### src/rtl/instr_fetch_unit_pkg.sv
// Shared RISC-V core constants for the instruction fetch path.
package instr_fetch_unit_pkg;

   typedef enum logic [1:0] {
      ST_IDLE  = 2'b00,
      ST_FETCH = 2'b01,
      ST_FAULT = 2'b10
   } fetch_state_t;

   localparam logic [31:0] PC_INCR          = 32'd4;
   localparam logic [31:0] DEFAULT_RESET_PC = 32'h0000_0000;

   // One buffered instruction: where it came from and the word itself.
   typedef struct packed {
      logic [31:0] pc;
      logic [31:0] instr;
   } fetch_entry_t;

   // Instruction addresses must be word aligned.
   function automatic logic is_word_aligned(input logic [1:0] addr_lsb);
      return (addr_lsb == 2'b00);
   endfunction

endpackage

### src/rtl/instr_fetch_unit_if.sv
// Fetch-side bus: instruction memory port, redirect request and decode handshake.
interface instr_fetch_unit_if;
   logic        fetch_en;
   logic [31:0] imem_addr;
   logic [31:0] imem_rd;
   logic        redirect_valid;
   logic [31:0] redirect_target;
   logic        if_valid;
   logic        if_ready;
   logic [31:0] if_instr;
   logic [31:0] if_pc;
   logic        fetch_fault;

   // Fetch unit side.
   modport master (
      input  fetch_en, imem_rd, redirect_valid, redirect_target, if_ready,
      output imem_addr, if_valid, if_instr, if_pc, fetch_fault
   );

   // Core / memory / decode side.
   modport slave (
      output fetch_en, imem_rd, redirect_valid, redirect_target, if_ready,
      input  imem_addr, if_valid, if_instr, if_pc, fetch_fault
   );
endinterface

### src/rtl/instr_fetch_unit_fetch_buffer.sv
// Small synchronous FIFO holding fetched {pc, instr} pairs, with flush.
module fetch_buffer #(
   parameter int unsigned DEPTH = 2,
   parameter int unsigned WIDTH = 64
) (
   input  logic             clk,
   input  logic             rst_n,
   input  logic             i_flush,
   input  logic             i_push,
   input  logic             i_pop,
   input  logic [WIDTH-1:0] i_wdata,
   output logic [WIDTH-1:0] o_rdata,
   output logic             o_empty,
   output logic             o_full
);
   localparam int unsigned PW = (DEPTH > 1) ? $clog2(DEPTH) : 1;
   localparam int unsigned CW = $clog2(DEPTH + 1);

   logic [WIDTH-1:0] r_mem [DEPTH];
   logic [PW-1:0]    r_wr_ptr;
   logic [PW-1:0]    r_rd_ptr;
   logic [CW-1:0]    r_count;
   logic             w_do_push;
   logic             w_do_pop;

   assign o_empty   = (r_count == '0);
   assign o_full    = (r_count == CW'(DEPTH));
   assign o_rdata   = r_mem[r_rd_ptr];
   // A full buffer still accepts a write when the head leaves in the same cycle.
   assign w_do_pop  = i_pop && !o_empty;
   assign w_do_push = i_push && (!o_full || w_do_pop);

   // Pointer and occupancy tracking; flush empties the buffer outright.
   always_ff @(posedge clk) begin
      if (!rst_n || i_flush) begin
         r_wr_ptr <= '0;
         r_rd_ptr <= '0;
         r_count  <= '0;
      end else begin
         if (w_do_push) r_wr_ptr <= r_wr_ptr + PW'(1);
         if (w_do_pop)  r_rd_ptr <= r_rd_ptr + PW'(1);
         case ({w_do_push, w_do_pop})
            2'b10:   r_count <= r_count + CW'(1);
            2'b01:   r_count <= r_count - CW'(1);
            default: r_count <= r_count;
         endcase
      end
   end

   // Storage write; contents need no reset since occupancy gates visibility.
   always_ff @(posedge clk) begin
      if (rst_n && !i_flush && w_do_push) r_mem[r_wr_ptr] <= i_wdata;
   end

endmodule

### src/rtl/instr_fetch_unit.sv
// Instruction fetch unit: PC sequencing, redirect handling and a small fetch buffer.
//
//   state    | meaning
//   ---------+------------------------------------------------------------
//   ST_IDLE  | not fetching; PC and buffer held, redirects still accepted
//   ST_FETCH | one fetch per cycle while the buffer has room
//   ST_FAULT | misaligned redirect seen; buffer empty, left only by reset
module instr_fetch_unit
   import instr_fetch_unit_pkg::*;
#(
   parameter logic [31:0] RESET_PC = DEFAULT_RESET_PC,
   parameter int unsigned DEPTH    = 2
) (
   input logic                 clk,
   input logic                 rst_n,
   instr_fetch_unit_if.master  bus
);
   fetch_state_t r_state;
   logic [31:0]  r_pc;
   logic         r_fault;

   logic         w_redirect;
   logic         w_redirect_ok;
   logic         w_push;
   logic         w_pop;
   logic         w_empty;
   logic         w_full;
   logic         w_valid;
   fetch_entry_t w_wentry;
   fetch_entry_t w_head;

   // FAULT ignores redirects entirely; anywhere else a redirect flushes and
   // blocks both push and pop for that cycle.
   assign w_redirect    = bus.redirect_valid && (r_state != ST_FAULT);
   assign w_redirect_ok = is_word_aligned(bus.redirect_target[1:0]);
   assign w_valid       = !w_empty;
   assign w_pop         = w_valid && bus.if_ready && !w_redirect;
   assign w_push        = (r_state == ST_FETCH) && !bus.redirect_valid
                          && (!w_full || w_pop);

   assign w_wentry.pc    = r_pc;
   assign w_wentry.instr = bus.imem_rd;

   fetch_buffer #(
      .DEPTH (DEPTH),
      .WIDTH (64)
   ) u_fetch_buffer (
      .clk     (clk),
      .rst_n   (rst_n),
      .i_flush (w_redirect),
      .i_push  (w_push),
      .i_pop   (w_pop),
      .i_wdata (w_wentry),
      .o_rdata (w_head),
      .o_empty (w_empty),
      .o_full  (w_full)
   );

   // Head of buffer goes straight to decode; zeroed when nothing is buffered.
   assign bus.imem_addr   = r_pc;
   assign bus.if_valid    = w_valid;
   assign bus.if_instr    = w_valid ? w_head.instr : 32'h0;
   assign bus.if_pc       = w_valid ? w_head.pc    : 32'h0;
   assign bus.fetch_fault = r_fault;

   // Fetch controller: state, PC and sticky fault flag.
   always_ff @(posedge clk) begin
      if (!rst_n) begin
         r_state <= ST_IDLE;
         r_pc    <= RESET_PC;
         r_fault <= 1'b0;
      end else begin
         case (r_state)
            ST_IDLE: begin
               if (w_redirect) begin
                  if (w_redirect_ok) begin
                     r_pc <= bus.redirect_target;
                  end else begin
                     r_fault <= 1'b1;
                     r_state <= ST_FAULT;
                  end
               end else if (bus.fetch_en) begin
                  r_state <= ST_FETCH;
               end
            end
            ST_FETCH: begin
               if (w_redirect) begin
                  if (w_redirect_ok) begin
                     r_pc <= bus.redirect_target;
                  end else begin
                     r_fault <= 1'b1;
                     r_state <= ST_FAULT;
                  end
               end else begin
                  if (w_push) r_pc <= r_pc + PC_INCR;
                  if (!bus.fetch_en) r_state <= ST_IDLE;
               end
            end
            ST_FAULT: begin
               r_state <= ST_FAULT;
            end
            default: begin
               r_state <= ST_IDLE;
            end
         endcase
      end
   end

endmodule

### src/flat_wrapper.sv
// flat-port wrapper written by rule: the top's interface ports become plain ports
module instr_fetch_unit_flat import instr_fetch_unit_pkg::*;
#(
   parameter logic [31:0] RESET_PC = DEFAULT_RESET_PC,
   parameter int unsigned DEPTH    = 2
)
  (clk, rst_n, bus_fetch_en, bus_imem_rd, bus_redirect_valid, bus_redirect_target, bus_if_ready, bus_imem_addr, bus_if_valid, bus_if_instr, bus_if_pc, bus_fetch_fault);
  instr_fetch_unit_if bus_i ();
  input logic clk;
  input logic rst_n;
  input wire logic [$bits(bus_i.fetch_en)-1:0] bus_fetch_en;
  input wire logic [$bits(bus_i.imem_rd)-1:0] bus_imem_rd;
  input wire logic [$bits(bus_i.redirect_valid)-1:0] bus_redirect_valid;
  input wire logic [$bits(bus_i.redirect_target)-1:0] bus_redirect_target;
  input wire logic [$bits(bus_i.if_ready)-1:0] bus_if_ready;
  output wire logic [$bits(bus_i.imem_addr)-1:0] bus_imem_addr;
  output wire logic [$bits(bus_i.if_valid)-1:0] bus_if_valid;
  output wire logic [$bits(bus_i.if_instr)-1:0] bus_if_instr;
  output wire logic [$bits(bus_i.if_pc)-1:0] bus_if_pc;
  output wire logic [$bits(bus_i.fetch_fault)-1:0] bus_fetch_fault;
  assign bus_i.fetch_en = bus_fetch_en;
  assign bus_i.imem_rd = bus_imem_rd;
  assign bus_i.redirect_valid = bus_redirect_valid;
  assign bus_i.redirect_target = bus_redirect_target;
  assign bus_i.if_ready = bus_if_ready;
  assign bus_imem_addr = bus_i.imem_addr;
  assign bus_if_valid = bus_i.if_valid;
  assign bus_if_instr = bus_i.if_instr;
  assign bus_if_pc = bus_i.if_pc;
  assign bus_fetch_fault = bus_i.fetch_fault;
  instr_fetch_unit #(.RESET_PC(RESET_PC), .DEPTH(DEPTH)) u_core (.clk(clk), .rst_n(rst_n), .bus(bus_i));
endmodule
### config.mk
export PLATFORM = sky130hd
export DESIGN_NAME = instr_fetch_unit_flat
export DESIGN_NICKNAME = d
export VERILOG_FILES = /design/src/rtl/instr_fetch_unit_pkg.sv /design/src/rtl/instr_fetch_unit_if.sv /design/src/rtl/instr_fetch_unit_fetch_buffer.sv /design/src/rtl/instr_fetch_unit.sv /design/src/flat_wrapper.sv
export SDC_FILE = /design/constraint.sdc
export NUM_CORES = 1
export LEC_CHECK = 0
export CAP_MARGIN = 40
export CORE_UTILIZATION = 40
export CTS_CLUSTER_DIAMETER = 30
export CTS_CLUSTER_SIZE = 14
export DETAILED_ROUTE_END_ITERATION = 8
export GPL_ROUTABILITY_DRIVEN = 0
export HOLD_SLACK_MARGIN = 0.06
export PLACE_DENSITY = 0.63
export SYNTH_ARGS = -nofsm -noshare
export SYNTH_HDL_FRONTEND = slang
export SYNTH_SLANG_ARGS = --single-unit
export TNS_END_PERCENT = 20
### constraint.sdc
create_clock -name clk -period 13.85 [get_ports clk]
set_input_delay 2.77 -clock clk [delete_from_list [all_inputs] [get_ports clk]]
set_output_delay 2.77 -clock clk [all_outputs]
set_load 0.02 [all_outputs]
# --- Word-level counts from Yosys, hierarchy flattened ---
# Memories as Yosys holds them, arrays and structs flattened. A register that Yosys moved wholly into a read port is not among the register bits.
# Index checks and enable logic that the tools add are counted.
word_totals:
  regBits: 39
  mem_bits_rw: 128
  input_bits: 69
  output_inout_bits: 98
  word_cells: 67
  mem_count: 1
classes:
  addsub: 5
  eq_ne: 10
  n_mux: 18
  n_bitwise: 1
  n_reduce_logical: 26
mem_list:
  columns: ["name", "words", "word_bits", "rd", "rd_ports_with_merged_regs", "write_ports", "line_no", "source"]
  rows:
  - ["u_core.u_fetch_buffer.r_mem", 2, 64, 1, 1, 1, "instr_fetch_unit_fetch_buffer.sv:19", "logic [WIDTH-1:0] r_mem [DEPTH];"]
op_table:
  columns: ["cell", "n"]
  rows:
  - ["two-way mux 32 bit", 6]
  - ["one-hot mux 32 bit (2 select lines)", 1]
  - ["adder 32 x 3 -> 32 bit (second input constant)", 1]
  - ["two-way mux 2 bit", 5]
  - ["logical AND 1 bit", 9]
  - ["!= test 3 bit (second input constant)", 3]
  - ["== test 2 bit (second input constant)", 3]
  - ["zero test 2 bit", 3]
  - ["one-hot mux 2 bit (3 select lines)", 1]
  - ["AND reduction 3 bit", 2]
  - ["zero test 1 bit", 5]
  - ["== test 2 x 1 -> 1 bit (second input constant)", 2]
  - ["two-way mux 1 bit", 4]
  - ["!= test 2 bit (second input constant)", 2]
  - ["one-hot mux 2 bit (2 select lines)", 1]
  - ["nonzero test 2 bit", 2]
  - ["logical OR 1 bit", 3]
  - ["adder 1 bit (second input constant)", 2]
  - ["adder 2 x 1 -> 2 bit (second input constant)", 1]
  - ["AND reduction 2 bit", 1]
  - ["OR reduction 2 bit", 1]
  - ["subtractor 2 x 1 -> 2 bit (second input constant)", 1]
  - ["NOT 1 bit", 1]

# --- Depth between registers and ports, before layout ---
logic_depth:
  word_depth: 10
  depth_mapped: 8
  depth_no_buf: 7

# --- Cells and area by module ---
# From an unflattened synthesis, not the netlist that was laid out.
hier_totals:
  hier_cells: 580
  hier_area_um2: 7778.7
modules_own_cells:
  columns: ["module", "instances", "cells_each", "area_per_inst_um2", "seq_area_each_um2"]
  rows:
  - ["fetch_buffer", 1, 230, 5181.2, 3943.8]
  - ["instr_fetch_unit", 1, 350, 2597.5, 700.7]

# --- Worst setup path after synthesis ---
# OpenSTA, ideal clock, no wires.
synth_timing:
  kind: "input to register"
  start: "input port bus_redirect_valid"
  end: "memory u_core.u_fetch_buffer.r_mem[0][0] (enable)"
  arrival_time_ps: 8006
  required_ps: 13285
  setup_slack_ps: 5279
  path_stages: 4
  path_buffers: 1
  path_cell_list: "or3b_4 > clkbuf_1 > a31o_2 > nor3_1"
synth_between:
  elab_chain_cells: 9
  word_cells_on_any_way: 14
  cone_classes: "2 x mux; 12 x reduce/logical"
synth_lines:
  columns: ["item", "line_no", "source"]
  rows:
  - ["start: declaration", "flat_wrapper.sv:13", "input wire logic [$bits(bus_i.redirect_valid)-1:0] bus_redirect_valid;"]
  - ["logical AND 1 bit", "instr_fetch_unit.sv:34", "assign w_redirect = bus.redirect_valid && (r_state != ST_FAULT);"]
  - ["zero test 1 bit", "instr_fetch_unit_fetch_buffer.sv:52, instr_fetch_unit.sv:37", null]
  - ["logical AND 1 bit", "instr_fetch_unit.sv:37", "assign w_pop = w_valid && bus.if_ready && !w_redirect;"]
  - ["logical OR 1 bit / logical AND 1 bit (equally long branches)", "instr_fetch_unit.sv:39, instr_fetch_unit_fetch_buffer.sv:30", null]
  - ["logical AND 1 bit / logical OR 1 bit (equally long branches)", "instr_fetch_unit.sv:39, instr_fetch_unit_fetch_buffer.sv:31", null]
  - ["logical AND 1 bit", "instr_fetch_unit_fetch_buffer.sv:31", "assign w_do_push = i_push && (!o_full || w_do_pop);"]
  - ["logical AND 1 bit (*)", "instr_fetch_unit_fetch_buffer.sv:52", "if (rst_n && !i_flush && w_do_push) r_mem[r_wr_ptr] <= i_wdata;"]
  - ["two-way mux 1 bit (*)", "instr_fetch_unit_fetch_buffer.sv:52", null]
  - ["two-way mux 1 bit (not written as such) (*)", "instr_fetch_unit_fetch_buffer.sv:52", null]
  - ["end: declaration", "instr_fetch_unit_fetch_buffer.sv:19", null]
# Mark *: on every way between the ends. The rest lies on a longest branch, timed or not.

==> metrics.md <==
| Metric | Value |
|---|---|
| Outcome | `completed` |
| CTS root buffer | `clkbuf_16` |
| H-tree depth | `4` |
| Hold WC Path Type | `reg -> reg` |
| P per Cell Area | `117 nW/um^2` |
| CP endpoint kind | `output pin` |
| Comb power frac | `0.074` |
| Final non-filler cell area | `approximately 9700 um^2` |
| WL per Instance | `~18 um` |
| Sequential fraction of the synthesis area | `0.649` |
| Fmax | `181 MHz` |
| Clock Tree Buf Depth | `2` |
| Mapped Cells | `between 500 and 600` |
| Commonest non-fill, non-tap cell in the layout | `clkdlybuf4s50_1` |
| Async SR Flop Fraction | `0` |
| Synthesized flop and latch total | `roughly 170` |
| Number of global-route vias before repair | `approximately 5.3k` |
| Routed Antenna Nets | `0` |
| Post-DP Area | `around 9000 um^2` |
| Final std cells w/o fill | `around 970` |
| Largest cells by area after synthesis | `edfxtp_1 54%, dfxtp_1 11%, mux2i_1 9.4%` |
| Diodes inserted | `0` |
| Layout cells sized above 1 | `0.0861` |
| Total wire length | `17900 um` |
| Fin Setup TNS | `0 ns` |
| Via total after detailed routing | `roughly 5.3k` |
| Final Max Tran Viols | `0` |
| Synth warnings | `0` |
| First-pass DRT Iterations | `5` |
| Die Area | `approximately 18000 um^2` |
| Post-CTS resize count | `0` |
| Worst Tran Pin Value | `approximately 0.89 ns` |
| NetSw | `251 uW` |
| Initial antenna violation count | `0` |
| Max FO, Critical Path | `40` |
| Max Cap Viol | `0` |
| Post-synth top area cell | `edfxtp_1` |
| Final min period | `5.54 ns` |
| Max_slew headroom | `0.406` |
| Worst-path clk slew | `~0.060 ns` |
| Leak | `between 0.003 and 0.004 uW` |
| DR iter-0 viols | `around 450` |
| First-pass GRT wire length | `27600 um` |
| Num rows | `48` |
| Internal | `881 uW` |
| Gr ovfl total | `0` |
| Die Ht | `approximately 140 um` |
| CTS Hold Bufs | `0` |
| Part of the power in registers | `0.496` |
| Die X | `between 100 and 150 um` |
| Period utilisation layout | `0.400` |
| Post-CTS Setup Bufs | `0` |
| Worst Skew | `between 0.01 and 0.015 ns` |
| I/O Pins | `~170` |
| Post-synth EDFFs | `about 130` |
| Remaining DRCs | `0` |
| Sw Share | `0.222` |
| Nets | `between 800 and 900` |
| Worst-Skew Late Latency | `approximately 0.42 ns` |
| Via density | `5.45` |
| Sinks on the clock net | `about 170` |
| Syn Nets | `640` |
| Setup CP Type | `reg -> out` |
| Crit path required time | `~11 ns` |
| Largest net degree at the start of global routing | `between 40 and 50` |
| Area share of the largest cell type after synthesis | `0.537` |
| Setup crit start kind | `flop` |
| Synth unique cells | `57` |
| Hold slack final | `just under 0.5 ns` |
| HPWL Detailed | `roughly 12000 um` |
| Layout filler cell count | `about 1.4k` |
| Top_reg_cell synth | `edfxtp_1` |
| Synthesis-to-finish area growth | `35.2%` |
| Total CTS buffers | `17` |
| # setup viols final | `0` |
| Placed cell count | `936` |
| Final Hold Viols | `0` |
| Buffers on Ports | `around 170` |
| Core area | `around 17000 um^2` |
| Initial Utilization | `0.412` |
| Clk pwr share | `0.430` |
| Critical path arrival | `about 2.8 ns` |
| GRT Overall Usage | `0.199` |
| VDD IR max | `between 80 and 90 uV` |
| RSZ-0062 raised after global routing | `no` |
| Total power | `1130 uW` |
| Mapped cell area | `about 7000 um^2` |
| Syn Area/Cell | `12.6 um^2` |
| Most frequent cells in the layout | `166 x clkdlybuf4s50_1, 128 x edfxtp_1, 91 x nor2_1` |
| CTS tree | `built` |
[critical path, stage by stage (launching register included)]
cell             delay, ns
dfxtp_4               0.63
buf_4                 0.66
mux2i_1               0.16
nor2_1                0.19
clkdlybuf4s50_1       0.64
[sequential cells by signal (all words and copies together), names as in the netlist, named ones only]
register and count:
u_core.bus.fetch_fault 1, u_core.u_fetch_buffer.r_mem 128, u_core.r_state 2, u_core.u_fetch_buffer.r_rd_ptr 1, u_core.u_fetch_buffer.r_wr_ptr 1, u_core.bus.imem_addr 32, u_core.u_fetch_buffer.r_count 2
[cell type report]
class / count / area, um^2 / share of cell area
well taps: 225 / 282 / 0.0291
clock buffers: 19 / 443 / 0.0458
multi-input cells: 358 / 2370 / 0.245
clock inverters: 13 / 169 / 0.0175
inverters: 10 / 37.5 / 0.00388
repair buffers: 175 / 1730 / 0.179
flip-flops and latches: 168 / 4650 / 0.480
[synth_stat cells, types with 2 or more instances]
| library cell | n |
|---|---|
| nand4_1 | 7 |
| nor4_1 | 5 |
| o22ai_1 | 7 |
| and3_2 | 3 |
| a211oi_1 | 13 |
| inv_1 | 10 |
| nor3_1 | 12 |
| a311oi_1 | 4 |
| nand2_1 | 24 |
| a21oi_1 | 24 |
| or3_1 | 3 |
| o32ai_1 | 4 |
| buf_1 | 10 |
| dfxtp_1 | 40 |
| o221ai_1 | 3 |
| and4_1 | 4 |
| mux2i_1 | 67 |
| ha_1 | 2 |
| o21ai_0 | 20 |
| and3_1 | 6 |
| a31oi_1 | 2 |
| o31ai_1 | 2 |
| buf_2 | 4 |
| clkbuf_1 | 19 |
| o221a_2 | 2 |
| nand3_1 | 14 |
| a31o_2 | 2 |
| xnor2_1 | 4 |
| o211a_1 | 4 |
| nor2_1 | 92 |
| edfxtp_1 | 128 |
| nor4b_2 | 3 |
[power groups by stage]
stage	registers, uW	clock network [uW]	logic [uW]
floorplan	574	0	32.0
global placement	572	0	82.1
detailed placement	572	0	83.1
CTS	562	494	83.9
global route	563	514	89.6
finish	562	487	84.1
[cell families after synthesis]
family                   count (synthesis)  synth area share
AO/OA/AOI/OAI                           98            0.0928
buffers and inverters                   43            0.0233
XOR/XNOR                                 5           0.00612
adder cells (fa/ha/maj)                  2           0.00350
AND/OR/NAND/NOR                        186             0.131
flip-flops                             168             0.649
multiplexers                            67            0.0937
[per-layer routing]
metal | GRT usage | wire length, um
met2 | 0.319 | 8380
met4 | 0.0674 | 301
met1 | 0.260 | 7870
met3 | 0.0501 | 1300
met5 | 0 | 0
[stage by stage]
stage / setup slack, ns / util
2_1_floorplan: 5.28 / -
3_3_place_gp: 8.42 / 0.522
3_5_place_dp: 8.37 / 0.522
4_1_cts: 8.29 / 0.557
5_1_grt: 8.11 / 0.557
6_report: 8.31 / 0.557
[path summary, 6_finish.rpt]
check / slack (ns) / from / to / cells past startpoint
max: 8.31 / flop / bus_if_pc[31] / 4
min reg2reg: 0.49 / u_core.bus.imem_addr[1] / u_core.u_fetch_buffer.r_mem[1][33] / 0
min: 0.49 / u_core.bus.imem_addr[1] / u_core.u_fetch_buffer.r_mem[1][33] / 0
max reg2reg: 11.22 / u_core.r_state[1] / u_core.bus.imem_addr[29] / 5
(Power assumes the default switching activity.)
